File: src/rtl/vram_arbiter.sv
// VRAM port arbiter: scanout reads own the bus with zero wait; the Z80 gets the
// idle cycles through a four-phase req/ack handshake and a saturating stall counter.
module vram_arbiter #(
  parameter int unsigned ADDR_W  = 13,
  parameter int unsigned STALL_W = 16
) (
  input  logic               clk,
  input  logic               reset,
  input  logic               vid_req,
  input  logic [ADDR_W-1:0]  vid_addr,
  output logic [7:0]         vid_data,
  input  logic               cpu_req,
  input  logic               cpu_we,
  input  logic [ADDR_W-1:0]  cpu_addr,
  input  logic [7:0]         cpu_wdata,
  output logic [7:0]         cpu_rdata,
  output logic               cpu_ack,
  output logic               cpu_wait,
  output logic [ADDR_W-1:0]  mem_addr,
  output logic               mem_we,
  output logic [7:0]         mem_wdata,
  input  logic [7:0]         mem_rdata,
  output logic [STALL_W-1:0] stall_count
);

  typedef enum logic [1:0] {
    IDLE = 2'd0,
    CAPT = 2'd1,
    ACK  = 2'd2
  } state_e;

  state_e             state_q, state_d;
  logic [7:0]         rdata_q, rdata_d;
  logic               wr_q, wr_d;
  logic [STALL_W-1:0] stall_q, stall_d;
  logic               grant_c;

  // State register; reset abandons any in-flight transfer without an ack
  always_ff @(posedge clk) begin
    if (reset) begin
      state_q <= IDLE;
      rdata_q <= 8'h00;
      wr_q    <= 1'b0;
      stall_q <= '0;
    end else begin
      state_q <= state_d;
      rdata_q <= rdata_d;
      wr_q    <= wr_d;
      stall_q <= stall_d;
    end
  end

  // Next state, capture and bus steering
  always_comb begin
    state_d   = state_q;
    rdata_d   = rdata_q;
    wr_d      = wr_q;
    stall_d   = stall_q;
    grant_c   = 1'b0;
    mem_addr  = cpu_addr;
    mem_we    = 1'b0;
    mem_wdata = cpu_wdata;

    unique case (state_q)
      IDLE: begin
        if (!reset && cpu_req) begin
          if (vid_req) begin
            if (stall_q != {STALL_W{1'b1}}) stall_d = stall_q + STALL_W'(1);
          end else begin
            grant_c = 1'b1;
            wr_d    = cpu_we;
            state_d = CAPT;
          end
        end
      end
      CAPT: begin
        // Read data from the grant cycle arrives now; the direction is latched
        // so a misbehaving CPU dropping its strobes cannot corrupt the capture
        if (!wr_q) rdata_d = mem_rdata;
        state_d = ACK;
      end
      ACK: begin
        if (!cpu_req) state_d = IDLE;
      end
      default: state_d = IDLE;
    endcase

    if (vid_req) begin
      mem_addr = vid_addr;
    end else if (grant_c) begin
      mem_we = cpu_we;
    end
  end

  assign vid_data    = mem_rdata;
  assign cpu_rdata   = rdata_q;
  assign cpu_ack     = (state_q == ACK);
  assign cpu_wait    = cpu_req & ~cpu_ack;
  assign stall_count = stall_q;

endmodule

File: config.mk
export PLATFORM = sky130hd
export DESIGN_NAME = vram_arbiter
export DESIGN_NICKNAME = d
export VERILOG_FILES = /design/src/rtl/vram_arbiter.sv
export SDC_FILE = /design/constraint.sdc
export NUM_CORES = 1
export LEC_CHECK = 0
export BUFFER_PORTS_ARGS = -buffer_cell sky130_fd_sc_hd__buf_2
export CAP_MARGIN = 0
export CORE_MARGIN = 3
export CORE_UTILIZATION = 45
export CTS_CLUSTER_DIAMETER = 40
export DETAILED_ROUTE_END_ITERATION = 8
export GPL_TIMING_DRIVEN = 0
export HOLD_SLACK_MARGIN = 0.12
export PLACE_DENSITY_LB_ADDON = 0.08
export SLEW_MARGIN = 40
export SYNTH_ARGS = -nofsm -noshare
export SYNTH_HDL_FRONTEND = slang
export SYNTH_SLANG_ARGS = --single-unit
export TNS_END_PERCENT = 100
File: constraint.sdc
create_clock -name clk -period 6.05 [get_ports clk]
set_input_delay 0 -clock clk [delete_from_list [all_inputs] [get_ports clk]]
set_output_delay 0 -clock clk [all_outputs]
set_load 0.05 [all_outputs]
# [Word-level counts from Yosys, hierarchy flattened]
# Cells that the tools add are included.
[classes] add_sub_neg=1 eq_ne=6 muxes=10 n_bitwise=4 n_reduce_logical=7
[ops] cell="$add 16x1->16 const B" count=1
[ops] cell="$ne 16x16->1 const B" count=1
[ops] cell="$mux 13" count=1
[ops] cell="$mux 2" count=3
[ops] cell="$ne 2x2->1 const B" count=3
[ops] cell="$pmux 2 s3" count=1
[ops] cell="$reduce_and 3->1" count=2
[ops] cell="$mux 1" count=5
[ops] cell="$reduce_and 4->1" count=1
[ops] cell="$not 1->1" count=3
[ops] cell="$eq 2x1->1 const B" count=1
[ops] cell="$eq 2x2->1 const B" count=1
[ops] cell="$logic_not 2->1" count=1
[ops] cell="$reduce_and 2->1" count=1
[ops] cell="$and 1x1->1" count=1
[ops] cell="$logic_and 1x1->1" count=1
[ops] cell="$logic_not 1->1" count=1
[word_totals] regBits=27 in_bits=47 output_inout_bits=56 elab_cells=32

# [Logic depth before layout (Yosys ltp)]
# Gate-level depths: netlist of run 1.
[logic_depth] ltp_word=6 mapped_depth=6 mapped_depth_nobuf=5

# [Worst setup path before layout of run 1]
# OpenSTA, ideal clock, no wires.
[synth_path] path_type="register to register" startpoint="reg stall_q[0] (netlist: stall_count[0])" endpoint="reg stall_q[12] (netlist: stall_count[12])" arrival_ns=2.177 required_ns=5.929 path_slack_ns=3.753 path_stages_with_launch=7 path_buffers=1 path_cell_list="dfxtp_1 -> ha_1 -> nand4_1 -> or3_1 -> clkbuf_1 -> nor4b_1 -> mux2_2"
[synth_between] elab_chain_cells=2 word_cells_on_any_way=3 classes_between="add/sub: 1; eq/ne: 1; reduce/logical: 1"
[synth_rtl] element="start, declared" line="35" source="logic [STALL_W-1:0] stall_q, stall_d;"
[synth_rtl] element="start signal, assigned" line="49" source="stall_q <= stall_d;"
[synth_rtl] element="parallel branches: the longest is 2 deep, another holds $add 16x1->16"
# Several ways; the timed one is not identified.
# A chain may end at the register's enable or synchronous reset.

# [Worst setup path in the final report of run 1]
[layout_path] startpoint="reg state_q[0]" endpoint="reg stall_q[13] (netlist: stall_count[13])"
[layout_between] elab_chain_cells=2
[layout_rtl] element="start, declared" line="32" source="state_e state_q, state_d;"
[layout_rtl] element="start signal, assigned" line="46" source="state_q <= state_d;"
[layout_rtl] element="$logic_not 2->1" line="64" source="unique case (state_q)"
[layout_rtl] element="$reduce_and 4->1 (no source line)"
# Every way passes these cells.

==> reports/qor.yml, run 1 <==
worst_setup_path:
  endpoint_kind: "register"
  path_buf_inv: 1
  worstSetupPathType: "reg -> reg"
  r2r-end: "stall_count[13]"
  start_kind: "register"
  worstPathRequired_ps: 6280
  path_depth: 5
  cp_cell_sequence: "or4b_4, or4_4, buf_6, nor4_1, mux2_2"
  r2r_cells: 5
  crit_fanout: 10
  startpoint: "state_q[0]"
  r2r-start: "state_q[0]"
  max_stage_delay_ps: 570
  r2r_slack_ps: 3730
  cp.arrival_ps: 2550
  cp_slowest_cell: "or4b_4"
  crit_end: "stall_count[13]"
  crit_family: "simple AND/OR/NAND/NOR gates"
synthesis:
  synth_edf_count: 0
  synth.cell_area_um2: 1540
  synth_cell_types: 29
  synthCells: 175
  synthFlopType: "dfxtp_1"
  ys_ff_latch: 27
  synth.most_common_cell: "dfxtp_1"
  synth_seq_area_share: 0.351
  syn_nets: 223
  yosys_warnings: 0
  yosysTopAreaCellShare: 0.351
  post_synth.cell_area_avg_um2: 8.81
  synth_area_leaders: "dfxtp_1 (35%), mux2_2 (12%), buf_4 (7.8%)"
  async_reset_ff_frac: 0
  synth_top_cell_by_area: "dfxtp_1"
  yosys-top-cells-count: "dfxtp_1 (27), mux2_2 (17), buf_4 (16), nor2_1 (16), a21oi_1 (11)"
drt:
  drtIter0Drc: 87
  vias: 1642
  drc: 0
  routed_wl_mm: 3.99
  dr.pass1.iters: 4
  vias_per_cell: 5.02
  ant_nets: 0
  wire_per_inst_um: 12.2
die:
  io_pins: 103
  start_util: 0.489
  fp.dieArea_um2: 4160
  coreArea_um2: 3150
  die_h_um: 64.5
  die_w_um: 64.5
  rows: 20
sta:
  finalCriticalPeriod_ps: 2320
  post-route-period-util: 0.383
  fin_ws_ps: 3730
  relSlewSlack: 0.609
  worst_slew_pin_slew_ps: 587
  hold_viol: 0
  slew_viol_final: 0
  final.setup.tns_ps: 0
  finalClockSkew_ps: 5.95
  timing.fmax_mhz: 431
  finalSetupViolCount: 0
  rsz0062_at_grt: "false"
finish:
  area_delta_synth_final_pct: 43.3
  layout-drive-gt1-share: 0.477
  nNetsFinal: 332
  diodes: 0
  multi_input_area_um2: 805
  stdcell_area_um2: 2210
  fillCellCount: 309
  regArea_um2: 541
clocking:
  clock-sinks: 27
  ctsResizeCount: 0
  cts_made_buffers: 3
  htreeDepth: 1
  cts_root_buf: "clkbuf_4"
  clk_latency_ps: 320
  clockBufferDepth: 2
  clk_pin_slew_ps: 140
  cts_tree: "done"
place:
  dp_hpwl_mm: 3.07
  gp_congestion: 0.783
  port_buffers: 92
  placed_area_um2: 2060
  dp_slack_ps: 3730
power:
  ir_worst_vdd_v: 0.000110
  powerDensity_nw_per_um2: 172
  leakagePower_nw: 1.02
status:
  status: "complete, no violations"
global_routing:
  grt_pass1_vias: 1446
  grt_pass1_wl_mm: 6.32
  track_usage: 0.188
  grt_antenna_before_repair: 0
  gr-total-overflow: 0
  grt_max_degree: 15
job:
  max_cap_viol_count: 0
worst_hold_path:
  hold_class: "in -> reg"
power by group:
part	internal (mW)	total [mW]	switching (mW)
logic	0.0420	0.120	0.0781
clock network	0.0258	0.0771	0.0513
registers	0.181	0.183	0.00193
kinds of logic after synthesis:
| kind of cell | share of synthesized area |
|---|---|
| simple gates | 0.230 |
| buf+inv | 0.132 |
| flops | 0.351 |
| compound gates | 0.104 |
| mux | 0.176 |
| fa+ha+maj | 0.00812 |
placed cells by master, fill, tap and decap left out, drive strengths merged:
cell type / netlist / final
buf: 20 / 112
dfxtp: 27 / 27
mux2: 17 / 17
nor2: 16 / 16
dlygate4sd3: 0 / 12
a21oi: 11 / 11
clkbuf: 7 / 11
or4: 10 / 10
mux2i: 8 / 8
nand2: 7 / 7
inv: 7 / 7
nor2b: 6 / 6
nand3: 6 / 6
o31ai: 6 / 6
nand4: 4 / 4
nor4: 4 / 4
o21ai: 3 / 3
or3: 3 / 3
nor3: 2 / 2
or2: 2 / 2
o41ai: 2 / 2
o311ai: 2 / 2
or4b: 1 / 1
nor3b: 1 / 1
o211a: 1 / 1
nor4b: 1 / 1
ha: 1 / 1
what timing repair did:
action / 4_1_cts / 5_1_grt
setup buffers: 0 / 0
endpoints found under the hold margin: 15 / 0
hold buffers: 12 / 0
through the flow:
stage | cells | power [mW] | hold WS (ps) | utilization
3_3_place_gp | 311 | 0.300 | 256 | 0.652
4_1_cts | 327 | 0.385 | 197 | 0.699
5_1_grt | 327 | 0.398 | 247 | 0.701
3_5_place_dp | 311 | 0.301 | 261 | 0.652
6_report | 327 | 0.380 | 198 | 0.701
2_1_floorplan | 175 | 0.272 | 139 | -
flip-flops by register name, summed over array words and instances, names as in the netlist:
signal	flops
state_q	2
cpu_rdata	8
wr_q	1
stall_count	16
how the worst min path moves through the flow:
stage	start	end	cells past startpoint
3_5_place_dp	mem_rdata[4]	cpu_rdata[4]	3
4_1_cts	vid_req	wr_q	4
5_1_grt	vid_req	wr_q	4
3_3_place_gp	mem_rdata[5]	cpu_rdata[5]	3
2_1_floorplan	cpu_req	state_q[1]	2
6_report	vid_req	wr_q	4
layer usage:
layer / global-route usage / vias up / wire length [µm]
met3: 0.0555 / 2 / 397
met4: 0.0475 / 0 / 27
met2: 0.332 / 81 / 1940
met5: 0 / - / 0
li1: - / 833 / -
met1: 0.221 / 726 / 1630
cell type report:
type | count | area share
multi-input cells | 114 | 0.364
repair buffers | 104 | 0.263
flip-flops and latches | 27 | 0.245
plain buffers | 27 | 0.0798
well taps | 44 | 0.0249
clock buffers | 4 | 0.0119
inverters | 7 | 0.0119
tightest hold or removal path: stages:
cell,delay [ps]
clkbuf_1,250
nor2_1,100
nand2_1,80
a21oi_1,60
Power figures use the tool's default switching activity.
==> inputs of run 2 (changes only) <==
--- a/config.mk
+++ b/config.mk
@@ -8,7 +8,7 @@
 export BUFFER_PORTS_ARGS = -buffer_cell sky130_fd_sc_hd__buf_2
 export CAP_MARGIN = 0
 export CORE_MARGIN = 3
-export CORE_UTILIZATION = 45
+export CORE_UTILIZATION = 42
 export CTS_CLUSTER_DIAMETER = 40
 export DETAILED_ROUTE_END_ITERATION = 8
 export GPL_TIMING_DRIVEN = 0
==> constraint.sdc (replaced) <==
create_clock -name clk -period 2.45 [get_ports clk]
set_input_delay 0 -clock clk [delete_from_list [all_inputs] [get_ports clk]]
set_output_delay 0 -clock clk [all_outputs]
set_load 0.05 [all_outputs]
==> run 2 against run 1 <==
  * Power rose to 2.6 times the previous value
  * Sequential cell count unchanged
  * First-iteration DRC count is 5.7% lower
  * Hold slack better by 100 ps
  * Cell area up 1.3%
  * Worst setup slack got worse by 3600 ps
  * Critical path depth rose by 2
  * Utilization down 5.0 points
  * Critical path type is now in -> reg
==> reports/qor.yml, run 2 (synthesis results as in run 1) <==
status:
  status: "complete, no violations"
finish:
  area_delta_synth_final_pct: 45.2
  largest_register_ffs: 16
  fin_util: 0.650
  multi_input_area_um2: 811
  mostFrequentLayoutCell: "buf_2"
  nNetsFinal: 332
  finalNonFillerCells: 329
  fillCellCount: 326
  layout_common_cells: "buf_2 (92), dfxtp_1 (27), mux2_2 (17), nor2_1 (16), buf_4 (16)"
  diodes: 0
  layout-drive-gt1-share: 0.484
  regArea_um2: 541
sta:
  slew_viol_final: 0
  final.setup.tns_ps: 0
  finalCriticalPeriod_ps: 2340
  finalSetupViolCount: 0
  post-route-period-util: 0.955
  holdWs_ps: 302
  timing.fmax_mhz: 427
  rsz0062_at_grt: "false"
  finalClockSkew_ps: 9.63
  relSlewSlack: 0.613
  worst_slew_pin_slew_ps: 581
  hold_viol: 0
power:
  p_comb_frac: 0.297
  p_seq_frac: 0.449
  ir_worst_vdd_v: 0.000308
  p_int_mw: 0.664
  power_mw: 1.00
  netSwitchingFraction: 0.339
  p_switching_mw: 0.340
  leakagePower_nw: 1.03
  powerDensity_nw_per_um2: 449
  power_frac_clock: 0.254
die:
  coreArea_um2: 3440
  die_h_um: 66.6
  io_pins: 103
  fp.dieArea_um2: 4430
  rows: 21
  start_util: 0.448
  die_w_um: 66.6
worst_setup_path:
  r2r_slack_ps: 160
  start_kind: "input port"
  worstSetupPathType: "in -> reg"
  crit_fanout: 10
  cp.arrival_ps: 2520
  worstPathRequired_ps: 2630
  endpoint_kind: "register"
clocking:
  clk_pin_slew_ps: 100
  clk_latency_ps: 280
  htreeDepth: 1
  clockBufferDepth: 2
  cts_root_buf: "clkbuf_8"
  cts_made_buffers: 3
  postCtsSetupBuffers: 0
  clock-sinks: 27
  cts_tree: "done"
global_routing:
  met2_usage: 0.330
  grt_max_degree: 16
  grt_pass1_vias: 1489
  grt_busiest_layer: "met2"
  grt_antenna_before_repair: 0
  use_met1: 0.207
  use_met3: 0.0455
  track_usage: 0.182
  grt_pass1_wl_mm: 6.34
  gr-total-overflow: 0
drt:
  ant_nets: 0
  drc: 0
  vias_per_cell: 5.08
  wire_per_inst_um: 12.3
  vias: 1670
  dr.pass1.iters: 4
  routed_wl_mm: 4.03
  drtIter0Drc: 82
worst_hold_path:
  hold_class: "in -> out"
place:
  port_buffers: 92
  gp_congestion: 0.776
  place_inst: 313
  dp_hpwl_mm: 3.11
job:
  max_cap_viol_count: 0
==> run 2: cell types whose count changed in the layout (fill, tap and decap cells not counted) <==
cell / delta
clkbuf_4: -3
nor4_2: +1
nor4_1: -1
clkinv_2: +1
clkbuf_8: +3
clkbuf_1: -1
==> run 2: power groups by stage <==
stage / sequential, mW / combinational (mW) / clock (mW)
2_1_floorplan: 0.480 / 0.193 / 0
3_3_place_gp: 0.461 / 0.282 / 0
3_5_place_dp: 0.461 / 0.284 / 0
4_1_cts: 0.451 / 0.300 / 0.269
5_1_grt: 0.452 / 0.315 / 0.280
6_report: 0.451 / 0.298 / 0.255
==> run 2: per-stage QoR <==
step / worst slack, ps / instance area, µm²
floorplan: 153 / 1540
global placement: 105 / 2060
detailed placement: 106 / 2060
CTS: 53.3 / 2230
global route: 48.1 / 2240
finish: 110 / 2240
==> run 2: critical path: stages <==
cell	delay (ps)
dlygate4sd3_1	560
buf_6	150
or4b_4	510
or4_4	530
buf_6	150
nor4_2	250
mux2_2	360
==> run 2: final timing paths <==
kind	from	to	cells past startpoint
worst max-delay path	reset	stall_count[13]	7
worst min-delay path	cpu_wdata[3]	mem_wdata[3]	2
worst max register to register	state_q[1]	stall_count[13]	5
worst min register to register	wr_q	wr_q	2
==> run 2: what timing repair did <==
| item | 4_1_cts | 5_1_grt |
|---|---|---|
| hold buffers | 12 | 0 |
| hold endpoints to repair | 15 | 0 |
| gates resized for setup | 0 | 2 |
| setup endpoints to repair | 0 | 2 |
==> run 2: final cells by class <==
class / count / share of cell area
multi-input combinational: 114 / 0.362
tap: 46 / 0.0257
inverter: 7 / 0.0117
buffer: 27 / 0.0788
clock buffer: 3 / 0.0184
timing repair buffer: 104 / 0.259
sequential: 27 / 0.241
clock inverter: 1 / 0.00224
==> run 2: per-layer routing <==
layer / share of wire / wire length [µm]
met1: 0.41 / 1640
met2: 0.49 / 1980
met3: 0.090 / 361
met4: 0.013 / 51
met5: 0 / 0
==> inputs of run 3 (changes only) <==
--- a/config.mk
+++ b/config.mk
@@ -11,6 +11,7 @@
 export CORE_UTILIZATION = 42
 export CTS_CLUSTER_DIAMETER = 40
 export DETAILED_ROUTE_END_ITERATION = 8
+export GPL_ROUTABILITY_DRIVEN = 0
 export GPL_TIMING_DRIVEN = 0
 export HOLD_SLACK_MARGIN = 0.12
 export PLACE_DENSITY_LB_ADDON = 0.08
==> constraint.sdc (replaced) <==
create_clock -name clk -period 2.25 [get_ports clk]
set_input_delay 0 -clock clk [delete_from_list [all_inputs] [get_ports clk]]
set_output_delay 0 -clock clk [all_outputs]
set_load 0.05 [all_outputs]
==> run 3 against run 2 <==
  * First-iteration DRC count up 21%
  * Combinational power up 8.7%
  * Worst setup slack worse by 62 ps
  * Clock skew down 8.1 ps
  * Critical path depth down 3
  * Utilization up 1.0 points
  * Sequential cell count unchanged
  * Global-route usage up 0.44 points
  * Die area unchanged
  * Hold slack worse by 83 ps
  * Via count down 0.60%
  * Non-clock buffer count up 1
  * Largest cell class unchanged
  * Highest routed layer unchanged
==> reports/qor.yml, run 3 (synthesis results as in run 1) <==
sta:
  relSlewSlack: 0.641
  holdWs_ps: 219
  finalClockSkew_ps: 1.50
  post-route-period-util: 0.979
  timing.fmax_mhz: 454
  fin_ws_ps: 48.1
  rsz0062_at_grt: "true"
  worst_slew_pin_slew_ps: 533
  finalCriticalPeriod_ps: 2200
  slew_viol_final: 0
  finalSetupViolCount: 0
  hold_viol: 0
finish:
  diodes: 0
  multi_input_area_um2: 830
  nNetsFinal: 333
  fin_util: 0.660
  fillCellCount: 307
  layout_common_cells: "buf_2 (92), dfxtp_1 (24), buf_4 (18), mux2_2 (17), nor2_1 (16)"
  layout-drive-gt1-share: 0.504
  regArea_um2: 544
  finalNonFillerCells: 330
  area_delta_synth_final_pct: 47.5
  largest_register_ffs: 16
  mostFrequentLayoutCell: "buf_2"
status:
  status: "complete, no violations"
job:
  max_cap_viol_count: 0
clocking:
  clock-sinks: 27
  cts_made_buffers: 3
  cts_root_buf: "clkbuf_8"
  clockBufferDepth: 2
  cts_tree: "done"
  clk_latency_ps: 270
  htreeDepth: 1
  clk_pin_slew_ps: 90
worst_setup_path:
  max_stage_delay_ps: 560
  start_kind: "register"
  worstPathRequired_ps: 2430
  worstSetupPathType: "reg -> reg"
  cp.arrival_ps: 2380
  cp_cell_sequence: "or4b_4, or4_4, or4_1, o211a_1"
  crit_fanout: 10
  endpoint_kind: "register"
  cp_slowest_cell: "or4_4"
die:
  die_w_um: 66.6
  io_pins: 103
  fp.dieArea_um2: 4430
  coreArea_um2: 3440
  start_util: 0.448
  rows: 21
  die_h_um: 66.6
place:
  dp_hpwl_mm: 3.06
  port_buffers: 92
  dp_slack_ps: -70.8
  place_inst: 313
power:
  p_switching_mw: 0.370
  power_frac_clock: 0.256
  p_seq_frac: 0.448
  p_int_mw: 0.726
  powerDensity_nw_per_um2: 482
  p_comb_frac: 0.296
  netSwitchingFraction: 0.338
  ir_worst_vdd_v: 0.000238
  leakagePower_nw: 1.05
global_routing:
  gr-total-overflow: 0
  grt_pass1_vias: 1485
  grt_pass1_wl_mm: 6.46
  grt_antenna_before_repair: 0
  track_usage: 0.186
  grt_max_degree: 17
drt:
  vias: 1660
  routed_wl_mm: 4.11
  wire_per_inst_um: 12.4
  dr.pass1.iters: 4
  drtIter0Drc: 99
  ant_nets: 0
  vias_per_cell: 5.03
  drc: 0
worst_hold_path:
  hold_class: "in -> reg"
run 3: worst paths after layout:
kind | depth (start not counted) | end | slack, ps | from
hold reg to reg | 2 | wr_q | 500 | wr_q
hold / removal | 3 | cpu_rdata[1] | 220 | reset
setup reg to reg | 4 | stall_count[15] | 50 | state_q[1]
setup / recovery | 4 | stall_count[15] | 50 | state_q[1]
run 3: timing repair:
action                     4_1_cts  5_1_grt
setup buffers                    1        1
hold buffers                    13        0
hold endpoints to repair        15        0
cloned                           0        0
pin swaps                        1        1
setup endpoints to repair        5       11
gates resized for setup          2        4
run 3: power by group through the flow:
stage                     clock (mW)  combinational, mW  sequential, mW
after floorplan                    0              0.210           0.523
after CTS                      0.294              0.326           0.491
after global routing           0.314              0.344           0.493
after global placement             0              0.308           0.502
final                          0.281              0.324           0.491
after detailed placement           0              0.308           0.502
run 3: layout make-up:
class	instances	share of cell area
Sequential cell	27	0.239
Buffer	25	0.0710
Tap cell	46	0.0253
Clock inverter	1	0.00330
Inverter	7	0.0116
Multi-Input combinational cell	114	0.365
Timing Repair Buffer	107	0.266
Clock buffer	3	0.0182
run 3: worst max-delay path, delay by kind of cell, from the launching register on:
kind,cells,cell delay [ps]
DFF,1,340
and+or+nand+nor,3,1620
AOI/OAI and AO/OA,1,140
run 3: routing by layer:
metal  up-vias  GRT usage  part of all wire
li1        840          -                 -
met1       744      0.240              0.41
met2        72      0.311              0.50
met3         4     0.0337             0.081
met4         0     0.0609             0.010
met5         -          0                 0
run 3: through the flow:
step / TNS, ps / cell area, µm² / total power, mW
floorplan: 0 / 1540 / 0.733
global placement: -119 / 2060 / 0.810
detailed placement: -103 / 2060 / 0.810
CTS: 0 / 2240 / 1.11
global route: -59.7 / 2270 / 1.15
finish: 0 / 2270 / 1.10
